==> src/rtl/seq_divider.sv <==
// Multi-cycle restoring divider for the DIV/DIVU path: one quotient bit per cycle,
// signed/unsigned operation, start/busy/done handshake and divide-by-zero reporting.
module seq_divider #(
    parameter int WIDTH = 32,
    parameter int CNT_W = $clog2(WIDTH) + 1
) (
    input  logic             clk,
    input  logic             reset,
    input  logic             start,
    input  logic             is_signed,
    input  logic [WIDTH-1:0] dividend,
    input  logic [WIDTH-1:0] divisor,
    output logic             busy,
    output logic             done,
    output logic [WIDTH-1:0] quotient,
    output logic [WIDTH-1:0] remainder,
    output logic             div_by_zero
);

    typedef enum logic [1:0] {
        ST_IDLE = 2'd0,
        ST_RUN  = 2'd1,
        ST_FIX  = 2'd2,
        ST_DONE = 2'd3
    } state_t;

    state_t           state_r;
    logic [CNT_W-1:0] cnt_r;
    logic [WIDTH-1:0] rem_r;
    logic [WIDTH-1:0] q_r;
    logic [WIDTH-1:0] d_r;
    logic             neg_q_r;
    logic             neg_r_r;
    logic             dz_r;

    logic [WIDTH:0]   trial_s;
    logic [WIDTH-1:0] q_fix_s;
    logic [WIDTH-1:0] r_fix_s;

    function automatic logic [WIDTH-1:0] abs_op(input logic [WIDTH-1:0] v, input logic sgn);
        if (sgn && v[WIDTH-1]) begin
            return {WIDTH{1'b0}} - v;
        end else begin
            return v;
        end
    endfunction

    function automatic logic [WIDTH-1:0] neg_if(input logic [WIDTH-1:0] v, input logic en);
        if (en) begin
            return {WIDTH{1'b0}} - v;
        end else begin
            return v;
        end
    endfunction

    // Trial subtraction keeps the partial remainder's MSB so divisors >= 2^(WIDTH-1) divide correctly
    always_comb begin
        trial_s = {rem_r, q_r[WIDTH-1]} - {1'b0, d_r};
        q_fix_s = neg_if(q_r, neg_q_r);
        r_fix_s = neg_if(rem_r, neg_r_r);
    end

    // Control FSM, datapath registers and registered outputs
    always_ff @(posedge clk or posedge reset) begin
        if (reset) begin
            state_r     <= ST_IDLE;
            cnt_r       <= {CNT_W{1'b0}};
            rem_r       <= {WIDTH{1'b0}};
            q_r         <= {WIDTH{1'b0}};
            d_r         <= {WIDTH{1'b0}};
            neg_q_r     <= 1'b0;
            neg_r_r     <= 1'b0;
            dz_r        <= 1'b0;
            busy        <= 1'b0;
            done        <= 1'b0;
            quotient    <= {WIDTH{1'b0}};
            remainder   <= {WIDTH{1'b0}};
            div_by_zero <= 1'b0;
        end else begin
            case (state_r)
                ST_IDLE: begin
                    done <= 1'b0;
                    if (start) begin
                        busy    <= 1'b1;
                        neg_q_r <= is_signed & (dividend[WIDTH-1] ^ divisor[WIDTH-1]);
                        neg_r_r <= is_signed & dividend[WIDTH-1];
                        d_r     <= abs_op(divisor, is_signed);
                        cnt_r   <= CNT_W'(WIDTH - 1);
                        if (divisor == {WIDTH{1'b0}}) begin
                            // Raw dividend parked in rem_r becomes the reported remainder
                            dz_r    <= 1'b1;
                            rem_r   <= dividend;
                            q_r     <= {WIDTH{1'b0}};
                            state_r <= ST_FIX;
                        end else begin
                            dz_r    <= 1'b0;
                            rem_r   <= {WIDTH{1'b0}};
                            q_r     <= abs_op(dividend, is_signed);
                            state_r <= ST_RUN;
                        end
                    end else begin
                        busy <= 1'b0;
                    end
                end
                ST_RUN: begin
                    if (!trial_s[WIDTH]) begin
                        rem_r <= trial_s[WIDTH-1:0];
                        q_r   <= {q_r[WIDTH-2:0], 1'b1};
                    end else begin
                        rem_r <= {rem_r[WIDTH-2:0], q_r[WIDTH-1]};
                        q_r   <= {q_r[WIDTH-2:0], 1'b0};
                    end
                    if (cnt_r == {CNT_W{1'b0}}) begin
                        state_r <= ST_FIX;
                    end else begin
                        cnt_r <= cnt_r - CNT_W'(1);
                    end
                end
                ST_FIX: begin
                    if (dz_r) begin
                        quotient  <= {WIDTH{1'b1}};
                        remainder <= rem_r;
                    end else begin
                        quotient  <= q_fix_s;
                        remainder <= r_fix_s;
                    end
                    div_by_zero <= dz_r;
                    busy        <= 1'b0;
                    done        <= 1'b1;
                    state_r     <= ST_DONE;
                end
                ST_DONE: begin
                    busy    <= 1'b0;
                    done    <= 1'b0;
                    state_r <= ST_IDLE;
                end
                default: begin
                    busy    <= 1'b0;
                    done    <= 1'b0;
                    state_r <= ST_IDLE;
                end
            endcase
        end
    end

endmodule

==> config.mk <==
export PLATFORM = sky130hd
export DESIGN_NAME = seq_divider
export DESIGN_NICKNAME = d
export VERILOG_FILES = /design/src/rtl/seq_divider.sv
export SDC_FILE = /design/constraint.sdc
export NUM_CORES = 1
export LEC_CHECK = 0
export CORE_UTILIZATION = 57
export CTS_BUF_LIST = sky130_fd_sc_hd__clkbuf_16
export DETAILED_ROUTE_END_ITERATION = 12
export PLACE_DENSITY = 0.86
export SLEW_MARGIN = 10
export SYNTH_ARGS = -nofsm -noshare
export SYNTH_HDL_FRONTEND = slang
export SYNTH_SLANG_ARGS = --single-unit
==> constraint.sdc <==
create_clock -name clk -period 7 [get_ports clk]
set_clock_uncertainty 0.15 [all_clocks]
set_input_delay 1.05 -clock clk [delete_from_list [all_inputs] [get_ports clk]]
set_output_delay 1.05 -clock clk [all_outputs]
set_load 0.01 [all_outputs]
=== Word level (Yosys, flattened, before mapping) ===
Index checks and enable logic that the tools add are counted.

* Register bits: 174
* Input port bits: 68
* Output and inout port bits: 67
* Logic and storage cells: 67

* Add/subtract/negate cells: 6
* Equal/unequal tests: 6
* Mux-type cells: 25
* Bitwise operators: 3
* Reductions and logical operators: 14

{| class="wikitable"
|+ Operators with widths
! kind !! number
|-
| $mux W32 || 11
|-
| $pmux W32 S2 || 2
|-
| $sub A1 B32 Y32 const A || 4
|-
| $sub A33 B32 Y33 || 1
|-
| $logic_not A32 Y1 || 1
|-
| $mux W6 || 2
|-
| $pmux W6 S2 || 1
|-
| $pmux W2 S4 || 1
|-
| $logic_not A6 Y1 || 1
|-
| $mux W2 || 3
|-
| $ne A2 B2 Y1 const B || 3
|-
| $reduce_and A2 Y1 || 3
|-
| $reduce_bool A2 Y1 || 3
|-
| $sub A6 B1 Y6 const B || 1
|-
| $eq A2 B2 Y1 const B || 2
|-
| $pmux W1 S2 || 2
|-
| $reduce_or A2 Y1 || 2
|-
| $mux W1 || 3
|-
| $reduce_and A3 Y1 || 1
|-
| $and A1 B1 Y1 || 2
|-
| $eq A2 B1 Y1 const B || 1
|-
| $logic_and A1 B1 Y1 || 2
|-
| $logic_not A2 Y1 || 1
|-
| $xor A1 B1 Y1 || 1
|}

=== Logic depth before layout (Yosys ltp) ===
* Depth in word-level cells: 5
* Mapped depth: 16
* Depth with buffers taken out: 13

=== Worst setup path before layout ===
No wires, ideal clock.

* Path type: input port to flip-flop
* From: in divisor[12]
* To: reg rem_r[13]
* Setup time: 77 ps
* Data arrival time: 3412 ps
* Required time: 6773 ps
* Setup slack: 3360 ps
* Stages on the path: 10
* Buffers on the path: 2
* Cell sequence: or4_1 or3_1 nor4_1 and2_1 and3_1 buf_2 and2_1 clkbuf_1 a21oi_1 a21oi_1

* Longest elaborated chain between the ends: 4

{| class="wikitable"
|+ RTL lines
! item !! line !! source
|-
| from (decl) || 12 || <nowiki>input logic [WIDTH-1:0] divisor,</nowiki>
|-
| $logic_not A32 Y1 || 89 || <nowiki>if (divisor == {WIDTH{1'b0}}) begin</nowiki>
|-
| $mux W32 || 89 ||
|-
| $mux W32 || 83 || <nowiki>if (start) begin</nowiki>
|-
| $pmux W32 S2 || 80 || <nowiki>case (state_r)</nowiki>
|-
| to (signal assigned) || 92 || <nowiki>rem_r <= dividend;</nowiki>
|-
| to (signal assigned) || 97 || <nowiki>rem_r <= {WIDTH{1'b0}};</nowiki>
|-
| to (signal assigned) || 107 || <nowiki>rem_r <= trial_s[WIDTH-1:0];</nowiki>
|-
| to (decl) || 29 || <nowiki>logic [WIDTH-1:0] rem_r;</nowiki>
|}

No other way between the ends. The select of a mux whose other input is x is not followed.
A chain may end at the register's enable or synchronous reset.

=== Worst setup path in the final report ===
* From: in divisor[12]
* To: reg rem_r[30]

The elaborated chain is that of the path after synthesis.

==> impl_metrics.env <==
export IMPL_place_inst=1730
export IMPL_period_needed_ns=4.877
export IMPL_instances_no_fill=1762
export IMPL_insertion_delay_ns=0.43
export IMPL_path_class="in -> reg"
export IMPL_cts_buffers=17
export IMPL_r2r_end="rem_r[14]"
export IMPL_grt_util_met3=0.04868
export IMPL_slew_headroom=0.2316
export IMPL_synth_edff_count=0
export IMPL_setup_viol=0
export IMPL_rows=51
export IMPL_nets=1596
export IMPL_port_buffers=134
export IMPL_ir_drop_mv=0.2235
export IMPL_min_path_type="reg -> reg"
export IMPL_synth_cells=1396
export IMPL_async_reset_ff_frac=1.000
export IMPL_clkSinkCount=174
export IMPL_coreArea_um2=19650
export IMPL_worst_setup_path_end_kind="flip-flop"
export IMPL_fmax_mhz=205.1
export IMPL_cp_start_kind="input port"
export IMPL_n_antenna_cell=0
export IMPL_clock_tree_buffer_depth=2
export IMPL_grt_total_usage=0.3077
export IMPL_htree_levels=4
export IMPL_vias_per_cell=6.107
export IMPL_rrSetupSlack_ns=2.77
export IMPL_r2r_cells=14
export IMPL_via_count=10760
export IMPL_cp_data_arrival_time_ns=5.07
export IMPL_boundaryPins=135
export IMPL_dp_hpwl_mm=22.50
export IMPL_post_cts_resized=0
export IMPL_rsz0062_at_grt="false"
export IMPL_setup_tns_ns=0
export IMPL_required_ns=7.20
export IMPL_grt_start_max_net_pins=111
export IMPL_yosysWarnings=0
export IMPL_dr_pass1_iters=6
export IMPL_antenna_found_initial=0
export IMPL_dominantRegCellSynth="dfrtp_1"
export IMPL_power_leakage_nw=5.660
export IMPL_holdBufCountCts=0
export IMPL_synth_top_area_frac=0.3769
export IMPL_drt_iter0_drc=885
export IMPL_worst_pin_slew_ns=1.148
export IMPL_critPathCapture="rem_r[30]"
export IMPL_hold_viol_final=0
export IMPL_fill_cells=1573
export IMPL_syn_to_final_growth_pct=18.44
export IMPL_power_density_nw_per_um2=558.5
export IMPL_finish_instance_area_um2=13680
export IMPL_syn_num_nets=1508
export IMPL_routedWlPerCell_um=17.73
export IMPL_synth_area_per_cell_um2=8.276
export IMPL_seq_area_frac_synth=0.3769
export IMPL_root_buffer="clkbuf_16"
export IMPL_final_cell_mix="177 x nor2_1, 174 x dfrtp_1, 169 x a21oi_1"
export IMPL_drv_cap=0
export IMPL_drv_slew=0
export IMPL_die_h_um=144.4
export IMPL_path_clk_slew_ns=0.06
export IMPL_synth_seq_cells=174
export IMPL_critPathLaunch="divisor[12]"
export IMPL_grt_pass1_vias=9990
export IMPL_gr_usage_met1=0.3942
export IMPL_post_cts_buffers=0
export IMPL_worstPathMaxFanout=26
export IMPL_placed_area_um2=13060
export IMPL_ant_nets=0
export IMPL_globalRouteMet2Util=0.5094
export IMPL_final_common_cell="nor2_1"
export IMPL_finalPower_mw=7.642
export IMPL_drive_above_1_share=0.04409
export IMPL_yosysUniqueCellTypes=64
export IMPL_grt_overflow=0
export IMPL_worstReg2RegStart="q_r[31]"
export IMPL_status="finished, final reports clean"
export IMPL_top_usage_layer="met2"
export IMPL_dieArea_um2=20840
export IMPL_gp_congestion=0.9445
export IMPL_start_util=0.5879
export IMPL_grt_pass1_wl_mm=49.89
export IMPL_routed_wl_mm=31.24
export IMPL_netlist_area_um2=11550
export IMPL_drc_errors=0
export IMPL_synth_area_leaders="dfrtp_1 38%, a21oi_1 7.4%, xor2_1 6.4%"
export IMPL_die_x_um=144.4
export IMPL_period_share=0.6966
export IMPL_synth_top_area_cell="dfrtp_1"
export IMPL_cts_tree="yes"
==> area by class of cell <==
class	instances	area, um^2	share of cell area
inverter	62	237.7	0.01737
tap	265	331.6	0.02423
clock inverter	15	201.4	0.01472
multi-input combinational	1086	6725	0.4915
clock buffer	17	425.4	0.03109
timing repair buffer	143	1409	0.1030
sequential	174	4354	0.3182
==> synthesized netlist by cell type, drive strengths merged (2+ instances only) <==
| master | n |
|---|---|
| nand4 | 5 |
| or4 | 11 |
| xor2 | 85 |
| nor3b | 3 |
| dfrtp | 174 |
| a21o | 8 |
| mux2 | 12 |
| o221ai | 3 |
| nor2 | 178 |
| or2 | 2 |
| and3 | 6 |
| o21ai | 120 |
| and4 | 2 |
| a211oi | 2 |
| or3 | 14 |
| and2 | 10 |
| o211ai | 2 |
| ha | 43 |
| a31oi | 12 |
| nor2b | 14 |
| nand3b | 2 |
| o21a | 14 |
| nand2 | 128 |
| buf | 9 |
| nor4 | 14 |
| o22ai | 6 |
| o22a | 3 |
| clkbuf | 65 |
| a221oi | 26 |
| o31ai | 22 |
| inv | 62 |
| nor3 | 33 |
| nand2b | 8 |
| a21boi | 2 |
| mux2i | 17 |
| xnor2 | 65 |
| a21oi | 170 |
| nand3 | 12 |
| o41ai | 15 |
==> critical path, stage by stage <==
cell             delay, ns
clkdlybuf4s50_1       0.48
or4_1                 0.60
or3_1                 0.39
nor4_1                0.52
and2_1                0.24
and3_1                0.15
buf_4                 0.29
and2_1                0.70
a21oi_1               0.24
nand3b_1              0.15
mux2i_1               0.08
nor3_1                0.17
==> power breakdown <==
group	internal [mW]	switching (mW)	leakage (nW)
clock	0.627	0.405	0.316
sequential	1.51	0.561	2.03
combinational	1.98	2.57	3.32
==> registers in the layout (all words and copies together) (netlist names), 2 cells and up <==
name       count
quotient      32
rem_r         32
remainder     32
d_r           32
state_r        2
cnt_r          6
q_r           32
==> layer usage <==
layer	wire, um	vias up	part of all wire
met2	14640	522	0.47
met3	2349	105	0.075
li1	-	5094	-
met5	0	-	0
met1	12890	5039	0.41
met4	1362	0	0.044
==> worst min path at each step <==
stage | from | endpoint | cells past startpoint
final | d_r[18] | d_r[18] | 2
after global routing | d_r[7] | d_r[7] | 2
after CTS | d_r[22] | d_r[22] | 2
after detailed placement | d_r[22] | d_r[22] | 2
after global placement | d_r[8] | d_r[8] | 2
after floorplan | d_r[10] | d_r[10] | 2
==> per-stage QoR <==
stage          worst slack, ns  hold WS, ns    util
6_report                 2.123       0.3322  0.6963
5_1_grt                  1.945       0.3473  0.6963
4_1_cts                  2.240       0.3378  0.6963
3_5_place_dp             1.812       0.3233  0.6644
3_3_place_gp             2.026       0.3111  0.6644
2_1_floorplan            1.083       0.2998       -
==> logic make-up (layout without fill, tap and decap cells) <==
kind of cell	Yosys count	in the layout	share of synthesized area
buf+inv	136	237	0.04537
xor+xnor	150	150	0.1137
flops	174	174	0.3769
simple gates	446	446	0.1757
fa+ha+maj	44	44	0.04830
mux	29	29	0.02642
compound gates	417	417	0.2137
Note: power is estimated with default switching activity, not from simulation.
